$ cat config.mk
export PLATFORM = sky130hd
export DESIGN_NAME = pc_fetch_unit
export DESIGN_NICKNAME = d
export VERILOG_FILES = /design/src/rtl/cpu_pkg.sv /design/src/rtl/fetch_queue.sv /design/src/rtl/pc_fetch_unit.sv
export SDC_FILE = /design/constraint.sdc
export NUM_CORES = 1
export LEC_CHECK = 0
export ABC_CLOCK_PERIOD_IN_PS = 2900
export CAP_MARGIN = 20
export CORE_ASPECT_RATIO = 0.6
export CORE_MARGIN = 2
export CORE_UTILIZATION = 51
export CTS_BUF_LIST = sky130_fd_sc_hd__clkbuf_16
export DETAILED_ROUTE_END_ITERATION = 10
export HOLD_SLACK_MARGIN = 0.08
export PLACE_DENSITY = 0.79
export SLEW_MARGIN = 20
export SYNTH_ARGS = -nofsm -noshare
export SYNTH_HDL_FRONTEND = slang
export SYNTH_SLANG_ARGS = --single-unit
export TNS_END_PERCENT = 20
$ cat constraint.sdc
create_clock -name clk -period 2.9 [get_ports clk]
set_input_delay 0.435 -clock clk [delete_from_list [all_inputs] [get_ports clk]]
set_output_delay 0.435 -clock clk [all_outputs]
set_load 0.02 [all_outputs]
$ cat src/rtl/cpu_pkg.sv
// Shared CPU definitions: instruction field layout, HLT opcode, fetch FSM states and
// small arithmetic helpers used by the fetch front end.
package cpu_pkg;

    localparam int CPU_ADDR_W  = 16;
    localparam int CPU_INSTR_W = 16;
    localparam int OPC_W       = 4;

    localparam logic [OPC_W-1:0] HLT_OP = 4'hF;

    typedef enum logic [1:0] {
        ST_FETCH     = 2'd0,
        ST_HALT_WAIT = 2'd1,
        ST_HALTED    = 2'd2
    } fetch_state_e;

    function automatic logic is_hlt(input logic [OPC_W-1:0] opc);
        return (opc == HLT_OP);
    endfunction

    function automatic logic [31:0] sat_add32(input logic [31:0] a, input logic [31:0] inc);
        logic [32:0] sum;
        sum = {1'b0, a} + {1'b0, inc};
        return sum[32] ? 32'hFFFF_FFFF : sum[31:0];
    endfunction

endpackage

$ cat src/rtl/fetch_queue.sv
// Synchronous first-word-fall-through FIFO with a single-cycle flush; the head entry
// is read straight out of the storage registers.
module fetch_queue #(
    parameter int DEPTH = 4,
    parameter int WIDTH = 32
) (
    input  logic                     clk,
    input  logic                     rst,
    input  logic                     i_flush,
    input  logic                     i_push,
    input  logic [WIDTH-1:0]         i_data,
    input  logic                     i_pop,
    output logic [WIDTH-1:0]         o_data,
    output logic [$clog2(DEPTH):0]   o_count
);

    localparam int PTR_W = $clog2(DEPTH);
    localparam int CNT_W = PTR_W + 1;

    logic [WIDTH-1:0] r_mem [DEPTH];
    logic [PTR_W-1:0] r_wr_ptr;
    logic [PTR_W-1:0] r_rd_ptr;
    logic [CNT_W-1:0] r_count;
    logic             w_do_pop;
    logic             w_do_push;

    // A full queue still accepts a push when the head leaves in the same cycle.
    assign w_do_pop  = i_pop && (r_count != {CNT_W{1'b0}});
    assign w_do_push = i_push && ((r_count != CNT_W'(DEPTH)) || w_do_pop);

    // Pointer and occupancy bookkeeping; flush behaves like a local reset.
    always_ff @(posedge clk) begin
        if (rst || i_flush) begin
            r_wr_ptr <= {PTR_W{1'b0}};
            r_rd_ptr <= {PTR_W{1'b0}};
            r_count  <= {CNT_W{1'b0}};
        end else begin
            if (w_do_push) begin
                r_wr_ptr <= r_wr_ptr + PTR_W'(1);
            end
            if (w_do_pop) begin
                r_rd_ptr <= r_rd_ptr + PTR_W'(1);
            end
            r_count <= r_count + CNT_W'(w_do_push) - CNT_W'(w_do_pop);
        end
    end

    // Entry storage, written without reset since occupancy guards every read.
    always_ff @(posedge clk) begin
        if (w_do_push) begin
            r_mem[r_wr_ptr] <= i_data;
        end
    end

    assign o_data  = r_mem[r_rd_ptr];
    assign o_count = r_count;

endmodule

$ cat src/rtl/pc_fetch_unit.sv
// Decoupled instruction-fetch front end: PC ownership, credit-limited memory requests,
// in-order instruction queue, redirect flush and HLT handling.
// Optional performance counters are built when FETCH_PERF_EN is defined.
module pc_fetch_unit
    import cpu_pkg::*;
#(
    parameter int ADDR_W   = CPU_ADDR_W,
    parameter int INSTR_W  = CPU_INSTR_W,
    parameter int DEPTH    = 4,
    parameter int PC_STEP  = 1,
    parameter int RESET_PC = 0
) (
    input  logic               clk,
    input  logic               rst,
    output logic               imem_req,
    output logic [ADDR_W-1:0]  imem_addr,
    input  logic               imem_gnt,
    input  logic               imem_rvalid,
    input  logic [INSTR_W-1:0] imem_rdata,
    input  logic               redirect_valid,
    input  logic [ADDR_W-1:0]  redirect_pc,
    output logic               deq_valid,
    input  logic               deq_ready,
    output logic [INSTR_W-1:0] deq_instr,
    output logic [ADDR_W-1:0]  deq_pc,
    output logic [ADDR_W-1:0]  pc,
    output logic               hlt
`ifdef FETCH_PERF_EN
    ,
    output logic [31:0]        perf_fetched,
    output logic [31:0]        perf_flushed,
    output logic [31:0]        perf_stall
`endif
);

    localparam int CNT_W = $clog2(DEPTH) + 1;
    localparam int ENT_W = INSTR_W + ADDR_W;

    fetch_state_e        r_state;
    fetch_state_e        w_state_nxt;
    logic [ADDR_W-1:0]   r_pc;
    logic [CNT_W-1:0]    r_in_flight;
    logic [CNT_W-1:0]    r_discard;
    logic [CNT_W-1:0]    w_in_flight_nxt;
    logic [CNT_W:0]      w_credit_used;
    logic [CNT_W-1:0]    w_q_count;
    logic [ENT_W-1:0]    w_q_data;
    logic [CNT_W-1:0]    w_tag_count;
    logic [ADDR_W-1:0]   w_tag_head;
    logic                w_grant;
    logic                w_resp;
    logic                w_resp_drop;
    logic                w_resp_keep;
    logic                w_push;
    logic                w_tag_push;
    logic                w_deq_hs;
    logic                w_halt_enter;
    logic                w_kill;

    // Discarded responses still hold credit until they return, so the queue cannot overflow.
    assign w_credit_used = {1'b0, r_in_flight} + {1'b0, w_q_count};
    assign imem_req      = !rst && (r_state == ST_FETCH) && (w_credit_used < (CNT_W+1)'(DEPTH));
    assign imem_addr     = r_pc;
    assign pc            = r_pc;
    assign hlt           = (r_state == ST_HALTED);

    assign w_grant      = imem_req && imem_gnt;
    assign w_resp       = imem_rvalid && (r_in_flight != {CNT_W{1'b0}});
    assign w_resp_drop  = w_resp && (r_discard != {CNT_W{1'b0}});
    assign w_resp_keep  = w_resp && (r_discard == {CNT_W{1'b0}}) && (w_tag_count != {CNT_W{1'b0}});
    assign w_deq_hs     = deq_valid && deq_ready;
    assign w_halt_enter = !redirect_valid && (r_state == ST_HALT_WAIT) && w_deq_hs
                          && is_hlt(deq_instr[INSTR_W-1 -: OPC_W]);
    assign w_kill       = redirect_valid || w_halt_enter;
    assign w_push       = w_resp_keep && !w_kill;
    assign w_tag_push   = w_grant && !redirect_valid;

    assign w_in_flight_nxt = r_in_flight + CNT_W'(w_grant) - CNT_W'(w_resp);

    fetch_queue #(
        .DEPTH (DEPTH),
        .WIDTH (ADDR_W)
    ) u_tag_fifo (
        .clk     (clk),
        .rst     (rst),
        .i_flush (w_kill),
        .i_push  (w_tag_push),
        .i_data  (r_pc),
        .i_pop   (w_resp_keep),
        .o_data  (w_tag_head),
        .o_count (w_tag_count)
    );

    fetch_queue #(
        .DEPTH (DEPTH),
        .WIDTH (ENT_W)
    ) u_instr_q (
        .clk     (clk),
        .rst     (rst),
        .i_flush (w_kill),
        .i_push  (w_push),
        .i_data  ({imem_rdata, w_tag_head}),
        .i_pop   (w_deq_hs),
        .o_data  (w_q_data),
        .o_count (w_q_count)
    );

    assign deq_valid = (w_q_count != {CNT_W{1'b0}});
    assign deq_instr = w_q_data[ADDR_W +: INSTR_W];
    assign deq_pc    = w_q_data[ADDR_W-1:0];

    // Fetch FSM next state; redirect wins over every other transition.
    always_comb begin
        w_state_nxt = r_state;
        if (redirect_valid) begin
            w_state_nxt = ST_FETCH;
        end else begin
            case (r_state)
                ST_FETCH: begin
                    if (w_push && is_hlt(imem_rdata[INSTR_W-1 -: OPC_W])) begin
                        w_state_nxt = ST_HALT_WAIT;
                    end else begin
                        w_state_nxt = ST_FETCH;
                    end
                end
                ST_HALT_WAIT: begin
                    if (w_halt_enter) begin
                        w_state_nxt = ST_HALTED;
                    end else begin
                        w_state_nxt = ST_HALT_WAIT;
                    end
                end
                ST_HALTED: w_state_nxt = ST_HALTED;
                default:   w_state_nxt = ST_FETCH;
            endcase
        end
    end

    // State, PC, in-flight and discard registers. On a flush every still-outstanding
    // request, including one granted this cycle, must be dropped when it returns.
    always_ff @(posedge clk) begin
        if (rst) begin
            r_state     <= ST_FETCH;
            r_pc        <= ADDR_W'(RESET_PC);
            r_in_flight <= {CNT_W{1'b0}};
            r_discard   <= {CNT_W{1'b0}};
        end else begin
            r_state     <= w_state_nxt;
            r_in_flight <= w_in_flight_nxt;
            if (redirect_valid) begin
                r_pc <= redirect_pc;
            end else if (w_grant) begin
                r_pc <= r_pc + ADDR_W'(PC_STEP);
            end else begin
                r_pc <= r_pc;
            end
            if (w_kill) begin
                r_discard <= w_in_flight_nxt;
            end else begin
                r_discard <= r_discard - CNT_W'(w_resp_drop);
            end
        end
    end

`ifdef FETCH_PERF_EN
    logic [CNT_W-1:0] w_flush_cnt;
    logic             w_resp_dropped;
    logic [31:0]      r_perf_fetched;
    logic [31:0]      r_perf_flushed;
    logic [31:0]      r_perf_stall;

    // Entries still queued after this cycle's dequeue are the ones a flush throws away.
    always_comb begin
        if (w_kill) begin
            w_flush_cnt = w_q_count - CNT_W'(w_deq_hs);
        end else begin
            w_flush_cnt = {CNT_W{1'b0}};
        end
    end

    assign w_resp_dropped = w_resp && !w_push;

    // Saturating counters; deliberately untouched by redirect.
    always_ff @(posedge clk) begin
        if (rst) begin
            r_perf_fetched <= 32'd0;
            r_perf_flushed <= 32'd0;
            r_perf_stall   <= 32'd0;
        end else begin
            r_perf_fetched <= sat_add32(r_perf_fetched, 32'(w_push));
            r_perf_flushed <= sat_add32(r_perf_flushed, 32'(w_flush_cnt) + 32'(w_resp_dropped));
            r_perf_stall   <= sat_add32(r_perf_stall, 32'(imem_req && !imem_gnt));
        end
    end

    assign perf_fetched = r_perf_fetched;
    assign perf_flushed = r_perf_flushed;
    assign perf_stall   = r_perf_stall;
`endif

endmodule
# Yosys cells after proc, flatten, opt, wreduce, memory -nomap -nowiden
# Memories as Yosys holds them, arrays and structs flattened. A register that Yosys moved wholly into a read port is not among the register bits.
# Index checks and enable logic that the tools add are counted.
# classes
add_sub_neg	13
n_mul	0
n_div	0
n_lt_le_gt_ge	1
eq_ne	6
shifts	0
muxes	14
bitwise	0
n_reduce_logical	33
# ops
cell	n
two-way mux 16 bit	2
logical AND 1 bit	18
adder 16 x 1 -> 16 bit, second input constant	1
nonzero test 3 bit	4
subtractor 3 x 1 -> 3 bit	4
two-way mux 2 bit	5
adder 3 x 1 -> 3 bit	3
adder 2 x 1 -> 2 bit, second input constant	4
equality test 4 bit, second input constant	2
inequality test 3 bit, second input constant	2
case mux 2 bit (3 select lines)	1
two-way mux 1 bit	5
adder 3 x 3 -> 4 bit	1
logical OR 1 bit	4
< comparator 4 x 3 -> 1 bit, second input constant	1
zero test 1 bit	3
zero test 3 bit	1
two-way mux 3 bit	1
equality test 2 x 1 -> 1 bit, second input constant	1
equality test 2 bit, second input constant	1
zero test 2 bit	1
nonzero test 2 bit	1
OR reduction 2 bit	1
# word_totals
ff_bits	38
latchBits	0
ram_bits	192
romBits	0
in_bits	38
output_inout_bits	67
elab_cells	79
n_memories	2
# mem_list
memory	depth	width	read_ports	rd_ports_with_merged_regs	write_ports	line	rtl
u_instr_q.r_mem	4	32	1	1	1	fetch_queue.sv:20	logic [WIDTH-1:0] r_mem [DEPTH];
u_tag_fifo.r_mem	4	16	1	1	1	fetch_queue.sv:20	

# Longest topological paths before layout
# Gate-level depths: netlist of run 1.
# depth
ltp_word	10
mapped_depth	14
depth_no_buf	13

# By module
# A second synthesis of run 1 with hierarchy kept.
# hier_totals
cells_unflattened	537
hier_area_um2	9504.1
# modules_own_cells
mod	n_inst	cells_per_inst	area_per_inst_um2	seq_area_each_um2
fetch_queue (u_instr_q)	1	213	5064.9	4023.9
fetch_queue (u_tag_fifo)	1	130	2772.7	2102.0
pc_fetch_unit	1	194	1666.6	480.5

# Worst setup path after synthesis of run 1
# OpenSTA, ideal clock, no wires.
# synth_timing
path_kind	register to register
from	register u_instr_q.r_count[1] (netlist: u_instr_q.o_count[1])
to	register r_discard[2]
arrival_time_ns	2.954
slack_ns	-0.150
path_stages_with_launch	15
path_cell_list	dfxtp_1 ha_1 nor4_2 and4_1 buf_4 inv_4 ha_1 inv_1 ha_1 inv_1 fa_1 xor2_1 nand2_1 or3b_2 a221oi_1
# synth_via
elab_chain_len	7
# synth_lines
element	line	rtl
start, declared	fetch_queue.sv:23	logic [CNT_W-1:0] r_count;
start signal, assigned	fetch_queue.sv:36	r_count <= {CNT_W{1'b0}};
start signal, assigned	fetch_queue.sv:44	r_count <= r_count + CNT_W'(w_do_push) - CNT_W'(w_do_pop);
adder 3 x 3 -> 4 bit	pc_fetch_unit.sv:61	assign w_credit_used = {1'b0, r_in_flight} + {1'b0, w_q_count};
< comparator 4 x 3 -> 1 bit	pc_fetch_unit.sv:62	assign imem_req = !rst && (r_state == ST_FETCH) && (w_credit_used < (CNT_W+1)'(DEPTH));
logical AND 1 bit	pc_fetch_unit.sv:62	
logical AND 1 bit	pc_fetch_unit.sv:67	assign w_grant = imem_req && imem_gnt;
adder 3 x 1 -> 3 bit	pc_fetch_unit.sv:78	assign w_in_flight_nxt = r_in_flight + CNT_W'(w_grant) - CNT_W'(w_resp);
subtractor 3 x 1 -> 3 bit	pc_fetch_unit.sv:78	
two-way mux 3 bit (*)	pc_fetch_unit.sv:157	if (w_kill) begin
end signal, assigned	pc_fetch_unit.sv:146	r_discard <= {CNT_W{1'b0}};
end signal, assigned	pc_fetch_unit.sv:158	r_discard <= w_in_flight_nxt;
end signal, assigned	pc_fetch_unit.sv:160	r_discard <= r_discard - CNT_W'(w_resp_drop);
end, declared	pc_fetch_unit.sv:43	logic [CNT_W-1:0] r_discard;
# Mark *: on every way between the ends. The rest lies on a longest branch, timed or not.
# A chain may end at the register's enable or synchronous reset.

# Final worst setup path of run 1
# layout_timing
from	register r_in_flight[2]
to	register r_discard[2]
# layout_via
elab_chain_len	7
# layout_lines
element	line	rtl
start, declared	pc_fetch_unit.sv:42	logic [CNT_W-1:0] r_in_flight;
start signal, assigned	pc_fetch_unit.sv:145	r_in_flight <= {CNT_W{1'b0}};
start signal, assigned	pc_fetch_unit.sv:149	r_in_flight <= w_in_flight_nxt;
adder 3 x 3 -> 4 bit	pc_fetch_unit.sv:61	
< comparator 4 x 3 -> 1 bit	pc_fetch_unit.sv:62	
logical AND 1 bit	pc_fetch_unit.sv:62	
logical AND 1 bit	pc_fetch_unit.sv:67	
adder 3 x 1 -> 3 bit	pc_fetch_unit.sv:78	
subtractor 3 x 1 -> 3 bit	pc_fetch_unit.sv:78	
two-way mux 3 bit (*)	pc_fetch_unit.sv:157	
# Marked as above.

==> reports/metrics.yaml, run 1 <==
outcome:
  status: "complete, but fails checks"
  violations: "negative setup slack"
setup_path:
  crit_path_max_incr_delay_ns: 0.40
  cp-start-kind: "flip-flop"
  crit_type: "reg -> reg"
  worst-path-buf-inv: 3
  reg2reg_slack_ns: -0.12
  cpMostUsedCell: "ha_4"
  crit_fanout: 3
  cp_data_arrival_time_ns: 3.43
  critical_path_depth: 13
  reg2regPathDepth: 13
  critPathTopFamily: "simple AND/OR/NAND/NOR gates"
  setup.worst_path.start: "r_in_flight[2]$_SDFF_PP0_"
  crit_chain: "ha_4, nor4_4, and4_4, inv_4, ha_4, inv_4, ha_4, inv_2, fa_2, xor2_2, nor2_1, or3b_4, a221oi_2"
  cp-endpoint: "r_discard[2]$_SDFF_PP0_"
  critPathCaptureType: "flip-flop"
  r2r_start: "r_in_flight[2]$_SDFF_PP0_"
  critPathSlowestCell: "fa_2"
  required_ns: 3.31
  rr_endpoint: "r_discard[2]$_SDFF_PP0_"
global_routing:
  grt_usage_pct: 20.83
  grt_pass1_vias: 5541
  gr-total-overflow: 0
  grt_max_degree: 33
  grt_pass1_wl_mm: 31.37
  antenna_found_initial: 0
cells_and_area:
  drive_gt1_share_pct: 21.54
  layout.nets: 732
  n_antenna_cell: 0
  instances_no_fill: 927
  syn2layout_area_growth_pct: 24.04
synth:
  synth-seq-cells: 234
  synthSimpleGateAreaFrac_pct: 7.327
  synth_ff_type: "edfxtp_1"
  synthTopCellsByArea: "edfxtp_1, mux4_2, dfxtp_1"
  yosysUniqueCellTypes: 47
  synth_top_family_by_area: "multiplexers"
  yosysTopAreaCell: "edfxtp_1"
  synth_edf_count: 192
  synth_compound_area_share_pct: 3.855
  avgSynthCellArea_um2: 17.36
  synth_async_sr_flop_share_pct: 0
  netlist_instances: 546
  netlist.area_leader.share_pct: 60.83
  synth-warning-count: 0
  synth_area_um2: 9478
  synth_mux_area_share_pct: 11.51
  seq_area_frac_synth_pct: 69.70
  synth_xor_area_share_pct: 1.201
  yosysMostFrequentCell: "edfxtp_1"
  syn_nets: 606
  synthTopCellsByCount: "edfxtp_1, mux4_2, dfxtp_1"
  synth_fa_ha_area_share_pct: 3.142
cts:
  cts.clk_slew.worst_paths_ns: 0.07
  numCtsBuffers: 21
  htreeDepth: 1
  ctsRootBufferMaster: "clkbuf_16"
  cts_buffer_depth: 3
  cts_tree: "done"
  postCtsHoldBufs: 0
  worstSkewPairLatency_ns: 0.50
  clock_sinks: 234
timing:
  hold_violations: 0
  setup_viol: 1
  max_freq_ghz: 0.3317
  worst_slack_ns: -0.1151
  fin_crit_ns: 3.015
  worst_pin_slew_ns: 0.8592
  clock_skew_ns: 0.01146
  final-max-slew-violation-count: 0
  rsz0062_at_grt: "true"
  period_share_pct: 104.0
  max_slew_margin_pct: 42.64
placement:
  io_buffers: 104
  dp_cells: 887
  hpwl_mm: 13.25
  place_congestion: 0.8554
detailed_routing:
  wl_per_cell_um: 21.73
  dr.pass1.iters: 5
  wl_mm: 20.15
  wl_met2_mm: 9.300
  drc_errors: 0
  num_vias: 5407
  met3_length_mm: 1.422
  viasPerCell: 5.833
  drtIter0Drc: 487
  met1_length_mm: 9.007
  ant_nets: 0
  top_layer: "met4"
floorplanning:
  die-area_um2: 19730
  coreArea_um2: 18110
  rows: 38
  die_h_um: 109.6
  start_util_pct: 52.32
  die_x_um: 180.0
  pin_count: 105
pwr:
  power_frac_clock_pct: 37.0
  p_leak_nw: 3.903
  cellInternalPower_w: 0.005588
  combPwrFrac_pct: 10.4
  power_w: 0.007217
  power.switching_w: 0.001629
  p_sw_share_pct: 22.57
  ir_drop_mv: 0.3745
  seq_power_share_pct: 52.6
  p_per_area_nw_per_um2: 613.9
job:
  max-cap-violations: 0
hold_path:
  hold_depth: 3
  hp-class: "in -> reg"
layout make-up:
class | instances | area, um2
clock inverters | 17 | 135.1
well taps | 240 | 300.3
repair buffers | 142 | 1438
inverters | 24 | 95.09
fillers | 1209 | 6359
multi-input cells | 249 | 2648
clock buffers | 21 | 525.5
flip-flops and latches | 234 | 6615
per-layer routing:
metal	vias up	GRT usage, %
met3	39	3.445
met2	238	33.91
met5	-	0
met1	2733	29.95
li1	2397	-
met4	0	5.110
worst reg2reg max path, delay by kind of cell (launching register included):
family,cells,cell delay [ns]
XOR/XNOR,1,0.19
flip-flops,1,0.36
buffers and inverters,3,0.13
AND/OR/NAND/NOR,4,1.06
adder cells (fa/ha/maj),4,0.95
AO/OA/AOI/OAI,1,0.23
flip-flops by register name (all words and copies together) (netlist names), named ones only:
name / count
u_tag_fifo.r_wr_ptr: 2
r_state: 2
u_tag_fifo.r_rd_ptr: 2
r_discard: 3
u_instr_q.r_rd_ptr: 2
imem_addr: 16
u_tag_fifo.o_count: 3
r_in_flight: 3
u_instr_q.r_wr_ptr: 2
u_tag_fifo.r_mem: 64
u_instr_q.r_mem: 128
u_instr_q.o_count: 3
logic make-up (layout without fill, tap and decap cells):
| logic type | count (synthesis) | in the layout |
|---|---|---|
| AO/OA/AOI/OAI | 43 | 43 |
| XOR/XNOR | 13 | 13 |
| adder cells (fa/ha/maj) | 22 | 22 |
| buffers and inverters | 63 | 204 |
| flip-flops | 234 | 234 |
| multiplexers | 49 | 49 |
| AND/OR/NAND/NOR | 122 | 122 |
per-stage QoR:
stage	area, um2	util [%]	hold slack, ns	TNS [ns]	setup slack [ns]
after CTS	11720	64.69	0.5171	-0.06602	-0.06602
after floorplan	9513	-	0.4532	0	0.005056
after global routing	11760	64.90	0.5324	-0.3279	-0.2684
final	11760	64.90	0.5255	-0.1151	-0.1151
after detailed placement	11010	60.78	0.5180	-1.113	-0.4810
after global placement	11010	60.78	0.4979	-0.6137	-0.3803
power groups by stage:
| stage | Clock (W) | Combinational (W) | Sequential [W] |
|---|---|---|---|
| 2_1_floorplan | 0 | 0.000361 | 0.00386 |
| 3_3_place_gp | 0 | 0.000638 | 0.00385 |
| 3_5_place_dp | 0 | 0.000662 | 0.00385 |
| 4_1_cts | 0.00272 | 0.000695 | 0.00379 |
| 5_1_grt | 0.00285 | 0.000818 | 0.00380 |
| 6_report | 0.00267 | 0.000752 | 0.00379 |
worst min path at each step:
stage                                        start                                   to  slack [ns]
2_1_floorplan                r_state[1]$_SDFF_PP0_                r_state[0]$_SDFF_PP0_        0.45
3_3_place_gp   u_tag_fifo.r_wr_ptr[0]$_SDFFE_PP0P_  u_tag_fifo.r_wr_ptr[0]$_SDFFE_PP0P_        0.50
3_5_place_dp   u_tag_fifo.r_wr_ptr[0]$_SDFFE_PP0P_  u_tag_fifo.r_wr_ptr[0]$_SDFFE_PP0P_        0.52
4_1_cts                             redirect_pc[8]            imem_addr[8]$_SDFFE_PP0P_        0.52
5_1_grt                            redirect_pc[13]           imem_addr[13]$_SDFFE_PP0P_        0.53
6_report                            redirect_pc[8]            imem_addr[8]$_SDFFE_PP0P_        0.53
repair_timing:
| action | 4_1_cts | 5_1_grt |
|---|---|---|
| gates cloned | 0 | 0 |
| pin swaps | 1 | 8 |
| setup endpoints to repair | 25 | 2 |
| gates resized for setup | 8 | 7 |
| setup buffers | 1 | 1 |
cells in the final DEF (no fill, tap or decap), types with 3 or more instances in the layout:
master	netlist	routed
clkinv_1	0	4
nand4_1	6	6
a2111oi_2	4	4
dfxtp_1	42	37
clkinv_2	0	7
a21oi_1	5	5
nor4b_1	3	3
or3_1	5	5
a2111oi_0	4	4
and4_1	8	7
buf_4	17	29
and3_1	10	10
clkdlybuf4s50_1	0	103
and2_1	12	8
a211oi_1	3	3
ha_1	19	15
and2_2	0	4
o31ai_1	5	5
nor3_1	6	6
ha_4	0	4
nor2b_1	8	8
nand2_1	11	11
buf_12	0	9
edfxtp_1	192	192
nor4_1	3	3
dfxtp_2	0	4
a311oi_1	9	9
xnor2_1	9	9
xor2_1	4	3
clkbuf_16	0	21
inv_1	23	22
nand3_1	6	6
mux4_2	48	48
nor2_1	35	35
(Power assumes the default switching activity.)
==> run 2: changes to the inputs <==
- HOLD_SLACK_MARGIN: 0.08 -> default
==> results of run 2 <==
No change in the layout: final DEF, timing and power equal those of run 1.
==> variant, RTL diff (flow settings as in run 1) <==
The package constant `CPU_ADDR_W` goes from 16 to 17.
--- a/src/rtl/cpu_pkg.sv
+++ b/src/rtl/cpu_pkg.sv
@@ -3,5 +3,5 @@
 package cpu_pkg;
 
-    localparam int CPU_ADDR_W  = 16;
+    localparam int CPU_ADDR_W  = 17;
     localparam int CPU_INSTR_W = 16;
     localparam int OPC_W       = 4;
Ports: changed (resized deq_pc, imem_addr, pc and redirect_pc); port bits go from 105 to 109. The function was not compared with the original's and may differ.
==> variant against run 1 <==
  * Power is 0.98% higher
  * Routed wire length shrank 1.8%
  * Count of clock-buffer cells in the layout up 2
  * Setup slack better by 210 ps
  * Sequential cell count grew 9
  * First-iteration DRC count shrank 7.6%
  * Clock skew is 12 ps higher
  * Core utilization is 1.9 points lower
  * Synthesized area increased by 3.7%
  * Cell area is 1.4% higher
  * Die area rose by 3.6%
  * Highest routed layer unchanged
==> variant: results (changes against run 1) <==
met2 Usage GRT=30.73% (was 33.91%); Critical Path AT=2370 ps (was 3430 ps); Peak Freq=356.6 MHz (was 331.7 MHz); IO buf count=108 (was 104); r2r setup slk=110 ps (was -120 ps); routed vias/inst=5.727 (was 5.833); initial DRC count=450 (was 487); WL/cell=21.17 um (was 21.73 um); Post-synth EDFFs=200 (was 192); Setup Skew=23.93 ps (was 11.46 ps); total CTS buffers=22 (was 21); dominant cells by area after synthesis=edfxtp_1, mux4_2, dfxtp_1, ha_1, nor2_1 (unchanged); synth unique cells=54 (was 47); post-DP HPWL=12.52 mm (was 13.25 mm); Max FO, Critical Path=24 (was 3); worst min-delay path class=flip-flop to flip-flop (was input pin to flip-flop); All-Layer GR Usage=19.82% (was 20.83%); Nets=734 (was 732); sequential share of the synthesized area=69.87% (was 69.70%); met1 Resource Use GR=28.79% (was 29.95%); Crit-path slowest cell=clkdlybuf4s50_1 (was fa_2); RR Startpoint=r_in_flight[1] (was r_in_flight[2]); max reg flops=132 (was 128); status=completed (was finished, violations left); syn_nets=621 (was 606); Setup Crit Path Kind=flip-flop to output pin (was flip-flop to flip-flop); worst hold start=r_state[1] (was redirect_pc[8]); Net Sw Power=1.609 mW (was 1.629 mW); Worst path max stage delay=560 ps (was 400 ps); P_comb=0.627 mW (was 0.752 mW); Slew headroom=40.04% (was 42.64%); vias in the first global route=5667 (was 5541); leakage=3.908 nW (was 3.903 nW); met3 wire len=1.561 mm (was 1.422 mm); WL met2=8.959 mm (was 9.300 mm); layout cells sized above 1=18.43% (was 21.54%); largest net degree at the start of global routing=38 (was 33); GR Util met3=4.711% (was 3.445%); first-pass GRT wire length=31.05 mm (was 31.37 mm); clock group share of total power=37.3% (was 37.0%); Crit path max-delay family=buffers and inverters (was simple AND/OR/NAND/NOR gates); fill count=1321 (was 1209); synth cell count leaders=edfxtp_1, mux4_2, dfxtp_1, nor2_1, inv_1 (unchanged)
## variant: layout make-up
type | instances | share of cell area [%]
flip-flops and latches | 243 | 57.64
well taps | 246 | 2.582
clock inverters | 17 | 0.8500
repair buffers | 133 | 11.61
inverters | 25 | 0.7871
multi-input cells | 248 | 21.70
clock buffers | 23 | 4.827
## variant: cells by family after synthesis
kind of cell / after synthesis / synth area share [%]
buf+inv: 69 / 3.985
xor+xnor: 14 / 1.248
mux: 51 / 11.56
simple gates: 109 / 6.327
compound gates: 52 / 3.985
flops: 243 / 69.87
fa+ha+maj: 22 / 3.030
## variant: worst paths after layout
path | end | cells past startpoint
max | deq_instr[7] | 3
min | r_state[0] | 1
max reg2reg | r_discard[2] | 12
min reg2reg | r_state[0] | 1
## variant: per-stage QoR
| stage | cells | area [um^2] |
|---|---|---|
| final | 935 | 11920 |
| after global routing | 935 | 11920 |
| after CTS | 935 | 11910 |
| after detailed placement | 895 | 11210 |
| after global placement | 895 | 11210 |
| after floorplan | 560 | 9828 |
